`src/rtl/instr_fetch_ctrl.sv`:
```
// rtl/instr_fetch_ctrl.sv - instruction fetch controller with 2-entry buffer
// Optional misaligned-redirect trap: FETCH_MISALIGN_TRAP_EN
module instr_fetch_ctrl #(
    parameter logic [31:0] RESET_PC  = 32'h0000_0000,
    parameter int          MEM_WORDS = 128
) (
    input  logic        Clk,
    input  logic        Rst_n,
    input  logic        Start,
    input  logic        Halt,
    input  logic        Redirect,
    input  logic [31:0] RedirectPC,
    output logic [31:0] MemAddress,
    input  logic [31:0] MemInstruction,
    output logic        InstrValid,
    input  logic        InstrReady,
    output logic [31:0] InstrOut,
    output logic [31:0] InstrPC,
    output logic        Busy,
    output logic        Misaligned
);

    // Keeps addresses word-aligned and inside the memory, giving wrap for free
    localparam logic [31:0] ADDR_MASK = 32'(MEM_WORDS * 4 - 1) & ~32'd3;

    typedef enum logic [1:0] {IDLE, RUN, DRAIN} state_t;

    state_t      state, next_state;
    logic [31:0] pc;
    logic [31:0] buf_instr [2];
    logic [31:0] buf_pc    [2];
    logic        rd_ptr, wr_ptr;
    logic [1:0]  count;
    logic        push, pop;
    logic        misalign_hit;
    logic        start_ok;

`ifdef FETCH_MISALIGN_TRAP_EN
    logic misaligned_q;

    assign misalign_hit = Redirect && (RedirectPC[1:0] != 2'b00);
    assign start_ok     = Start && !misaligned_q;
    assign Misaligned   = misaligned_q;

    always_ff @(posedge Clk or negedge Rst_n) begin
        if (!Rst_n)
            misaligned_q <= 1'b0;
        else if (misalign_hit)
            misaligned_q <= 1'b1;
    end
`else
    assign misalign_hit = 1'b0;
    assign start_ok     = Start;
    assign Misaligned   = 1'b0;
`endif

    assign InstrValid = (count != 2'd0);
    assign pop        = InstrValid && InstrReady;
    assign push       = (state == RUN) && !Redirect && ((count < 2'd2) || pop);
    assign MemAddress = pc;
    assign InstrOut   = InstrValid ? buf_instr[rd_ptr] : 32'd0;
    assign InstrPC    = InstrValid ? buf_pc[rd_ptr]    : 32'd0;

    always_ff @(posedge Clk or negedge Rst_n) begin
        if (!Rst_n)
            state <= IDLE;
        else
            state <= next_state;
    end

    always_comb begin
        next_state = state;
        if (misalign_hit) begin
            next_state = IDLE;
        end else begin
            case (state)
                IDLE:    if (!Redirect && start_ok) next_state = RUN;
                RUN:     if (Halt) next_state = DRAIN;
                DRAIN:   if (Redirect || count == 2'd0) next_state = IDLE;
                default: next_state = IDLE;
            endcase
        end
    end

    always_comb begin
        Busy = (state != IDLE);
    end

    always_ff @(posedge Clk or negedge Rst_n) begin
        if (!Rst_n) begin
            pc     <= RESET_PC;
            count  <= 2'd0;
            rd_ptr <= 1'b0;
            wr_ptr <= 1'b0;
            for (int i = 0; i < 2; i++) begin
                buf_instr[i] <= 32'd0;
                buf_pc[i]    <= 32'd0;
            end
        end else if (Redirect) begin
            count  <= 2'd0;
            rd_ptr <= 1'b0;
            wr_ptr <= 1'b0;
            if (!misalign_hit)
                pc <= RedirectPC & ADDR_MASK;
        end else begin
            if (push) begin
                buf_instr[wr_ptr] <= MemInstruction;
                buf_pc[wr_ptr]    <= pc;
                wr_ptr            <= ~wr_ptr;
                pc                <= (pc + 32'd4) & ADDR_MASK;
            end
            if (pop)
                rd_ptr <= ~rd_ptr;
            case ({push, pop})
                2'b10:   count <= count + 2'd1;
                2'b01:   count <= count - 2'd1;
                default: count <= count;
            endcase
        end
    end

endmodule

```
`config.mk`:
```
export PLATFORM = sky130hd
export DESIGN_NAME = instr_fetch_ctrl
export DESIGN_NICKNAME = d
export VERILOG_FILES = /design/src/rtl/instr_fetch_ctrl.sv
export SDC_FILE = /design/constraint.sdc
export NUM_CORES = 1
export LEC_CHECK = 0
export ABC_AREA = 1
export CAP_MARGIN = 20
export CORE_MARGIN = 5
export CORE_UTILIZATION = 30
export DETAILED_ROUTE_END_ITERATION = 16
export GPL_TIMING_DRIVEN = 0
export PLACE_DENSITY = 0.69
export SETUP_SLACK_MARGIN = 0.2
export SLEW_MARGIN = 20
export SYNTH_ARGS = -nofsm -noshare
export SYNTH_HDL_FRONTEND = slang
export SYNTH_SLANG_ARGS = --single-unit
```
`constraint.sdc`:
```
create_clock -name Clk -period 1.6 [get_ports Clk]
set_clock_uncertainty 0.15 [all_clocks]
set_input_delay 0.48 -clock Clk [delete_from_list [all_inputs] [get_ports Clk]]
set_output_delay 0.48 -clock Clk [all_outputs]
set_load 0.01 [all_outputs]
```
* Word level (Yosys, flattened, before mapping) *
Index checks and enable logic that the tools add are counted.

storage, ports and cells
  register bits = 166
  input port bits = 70
  logic and storage cells = 69

operators by class
  $add $sub $neg = 3
  magnitude comparators = 4
  equal/unequal tests = 7
  mux-type cells = 24
  bitwise gates (word level) = 5
  reduce and logical (&&, ||, !) cells = 17

operator list
  cell                                                        number
  two-way mux 32 bit                                          11
  bitwise mux 64 bit                                          2
  demux 32 bit (select 1 bit)                                 1
  adder 9 x 3 -> 9 bit, second input constant                 1
  two-way mux 2 bit                                           4
  nonzero test 2 bit                                          4
  inequality test 2 bit, second input constant                3
  one-hot mux 2 bit (3 select lines)                          1
  logical AND 1 bit                                           5
  equality test 2 x 1 -> 1 bit, second input constant         2
  equality test 2 bit, second input constant                  2
  >= comparator 2 bit, second input constant                  2
  logical NOT 2 bit                                           2
  two-way mux 1 bit                                           4
  inverter 1 -> 2 bit                                         2
  one-hot mux 2 bit (2 select lines)                          1
  inverter 1 bit                                              3
  AND reduction 3 bit                                         1
  nonzero test 3 bit                                          1
  adder 2 x 1 -> 2 bit, second input constant                 1
  logical OR 1 bit                                            2
  less-than comparator 2 x 1 -> 1 bit, second input constant  1
  less-than comparator 2 bit, second input constant           1
  AND reduction 2 bit                                         1
  2 further kinds                                             2

* Depth between registers and ports, before layout *
  depth in word-level cells = 7
  mapped depth = 10

* Least setup slack after synthesis *
Ideal clock, no wire load.

  path type = register -> output
  start point = register count[1]
  end point = output InstrOut[28]
  arrival time = 1,176 ps
  required time = 970 ps
  path slack = -206 ps
  stages on the path, launching flop included = 5
  buffers on the path = 2
  cell sequence = dfrtp_1 -> nor2_2 -> buf_2 -> clkbuf_1 -> a21oi_1

on the way
  longest elaborated chain between the ends = 2

RTL lines
  element                 RTL line  RTL
  start, declared         33        logic [1:0] count;
  start signal, assigned  115       2'b10: count <= count + 2'd1;
  start signal, assigned  116       2'b01: count <= count - 2'd1;
  start signal, assigned  117       default: count <= count;
  nonzero test 2 bit      57        assign InstrValid = (count != 2'd0);
  two-way mux 32 bit      61        assign InstrOut = InstrValid ? buf_instr[rd_ptr] : 32'd0;
  end, declared           17        output logic [31:0] InstrOut,

No other way between the ends.

* Worst setup path after layout *
  start point = register rd_ptr
  end point = output InstrPC[2]

on the way
  longest elaborated chain between the ends = 5

RTL lines
  element                                                RTL line  RTL
  start, declared                                        32        logic rd_ptr, wr_ptr;
  start signal, assigned                                 113       rd_ptr <= ~rd_ptr;
  inverter 1 -> 2 bit (not written as such)              62        assign InstrPC = InstrValid ? buf_pc[rd_ptr] : 32'd0;
  two-way mux 32 bit (not written as such) (3 in a row)  62
  two-way mux 32 bit                                     62
  end, declared                                          18        output logic [31:0] InstrPC,

No other way between the ends. The select of a mux whose other input is x is not followed.

==> metrics <==
status=finished with violations; failing checks=hold timing, setup timing; CTS buffer count=9; Die Y=133.6 um; Initial DRC Count=263; Design Area, Final=8319 um2; MaxCap Viol Count=0; CP Cell Sequence=buf_8 -> clkinv_8 -> buf_8 -> buf_8 -> nand2_1 -> a21oi_2 -> buf_4; Async SR Flop Fraction=100.0%; CTS tree=built; Storage cell area=2280 um2; die footprint=17850 um2; drt via density=4.518; CP dominant cell by count=buf_8; startpoint types=flip-flop; critical path class=reg -> out; HPWL after DPL=9.089 mm; WL met2=8.172 mm; Layout Nets=869; DRT met1 WL=6.094 mm; Netlist cell types=26; Main synth FF type=dfrtp_1; Wirelength per Cell=15.61 um; largest net degree at the start of global routing=53; Seq/Total Area, Yosys=49.70%; synthesized cell area=4582 um2; Final setup viols=130; final setup margin=-530.0 ps; Hold Path Class=in -> async; area of the core=15090 um2; number of global-route vias before repair=4644; gr usage total=16.81%; Reg2Reg Setup Slack=-340 ps; Ports=169; fillers=1284; worst reg2reg path endpoint=buf_instr[43]; final hold violations=39; Port Buf Inserts=92; placer congestion estimate=0.7777; Worst Setup SP=rd_ptr; Clock Pin Slew Worst Setup and Hold Paths=60 ps; Worst EP arrival=1500 ps; routed via count=4477; WL met3=787 um; Final Cycle Share=133.1%; # diodes=0; EDFF count, synth=0; CP endpoint kind=output pin; Syn Inst Count=573; Tmin final=2130 ps; fmax=0.4695 GHz; worst r2r src=state[1]; mean post-synth cell area=7.996 um2; worst hold slack=-94.39 ps; most common cell after layout, fill and taps aside=nand2_1; # clock sinks=91; Pwr per Cell Area=1566 nW/um2; DR top layer=met4; Slew Viols, Final=0; unrepaired setup endpoints after global routing=true; total wire length=15.47 mm; CTS max path bufs=2; worst-path maximum fanout=6; Root Buffer=clkbuf_16; # rows=45; static leakage=4.020 nW; Slowest cell on crit path=dfrtp_1; Seq cells post-synth=91; Inst Count DP=904; Placement Cell Area=6163 um2; CP max stage delay=380 ps; Syn. warnings=0; die width=133.6 um; CTS HTree Levels=3; clock latency on the worst-skew pair=330 ps; DRC errors left=0; Worst Path Required=970 ps; share of cells above drive strength 1=53.05%; post-route ant nets=0; first-pass GRT wire length=23.93 mm; initial antenna violation count=0; final cell count without fillers=991; commonest non-fill, non-tap cells in the layout=nand2_1, dfrtp_1, buf_4, conb_1, o21ai_2; maximum VDD drop=0.6609 mV; Pre-antenna DRT Iters=5; R2R cell count=14; Initial Util=30.36%; Area growth syn-to-layout=81.57%; Multi-input gate area=2661 um2; grt ovf=0
cells in the mapped netlist (3+ instances only):
cell type / number / area share [%]
a21oi_1: 43 / 4.7
buf_2: 9 / 0.98
buf_4: 51 / 8.4
buf_6: 5 / 1.2
clkbuf_1: 13 / 1.1
clkbuf_2: 3 / 0.33
dfrtp_1: 91 / 50
inv_1: 47 / 3.9
nand2_1: 187 / 15
nand2_4: 3 / 0.74
nand3_1: 15 / 1.6
nor2_1: 10 / 0.82
o211ai_1: 3 / 0.49
o21ai_0: 51 / 5.6
o21ai_1: 31 / 3.4
metal layers:
| layer | up-vias | global-route usage, % |
|---|---|---|
| met5 | - | 0 |
| met4 | 0 | 6.914 |
| met3 | 31 | 3.739 |
| met2 | 105 | 29.85 |
| met1 | 2162 | 19.60 |
| li1 | 2179 | - |
layout make-up:
cell class              instances  share of cell area (%)
well taps                     188                   2.827
repair buffers                164                   20.69
multi-input cells             403                   31.99
plain buffers                  81                   10.62
clock buffers                  12                   3.083
inverters                      48                   2.512
flip-flops and latches         91                   27.40
clock inverters                 4                  0.8723
report_power, final:
part           internal (W)  total (W)  switching [W]
combinational       0.00348    0.00655        0.00308
sequential          0.00326    0.00415       0.000890
clock               0.00145    0.00232       0.000867
how the worst max path moves through the flow:
stage / to / slack (ps) / cells past startpoint
2_1_floorplan: InstrOut[29] / -20 / 6
3_3_place_gp: buf_instr[32] / -3480 / 1
3_5_place_dp: InstrPC[8] / -750 / 7
4_1_cts: InstrOut[13] / -570 / 6
5_1_grt: InstrPC[2] / -600 / 7
6_report: InstrPC[2] / -530 / 7
flip-flops by register name (all words and copies together) (netlist names):
signal      count
count           2
buf_pc         14
MemAddress      7
buf_instr      64
state           2
rd_ptr          1
wr_ptr          1
critical path: cells and delay by family, from the launching register on:
kind / cells / cell delay, ps
compound gates: 1 / 120
simple gates: 1 / 60
flops: 1 / 380
buf+inv: 5 / 610
stage by stage:
| stage | util, % | setup TNS (ps) | power, W | setup WS (ps) |
|---|---|---|---|---|
| final | 55.13 | -40940 | 0.01303 | -530.0 |
| after global placement | 40.66 | -383290 | 0.007962 | -3483 |
| after floorplan | - | -194.5 | 0.006291 | -19.51 |
| after detailed placement | 40.85 | -68280 | 0.008072 | -754.6 |
| after CTS | 51.11 | -29970 | 0.01198 | -574.5 |
| after global routing | 55.13 | -50600 | 0.01385 | -597.8 |
logic make-up (layout without fill, tap and decap cells):
group	Yosys count	after routing	synth area share, %
compound gates	130	130	14.45
xor+xnor	1	1	0.1912
fa+ha+maj	1	1	0.2730
buf+inv	129	309	16.00
flops	91	91	49.70
other cells	1	51	0.08184
simple gates	220	220	19.31
repair_timing:
item                       CTS  global route
pin swaps                   14            21
cloned                      10             1
resized for setup          443           133
setup endpoints to repair  139           139
hold endpoints to repair    39            39
setup buffers               45            15
Power figures use the tool's default switching activity.
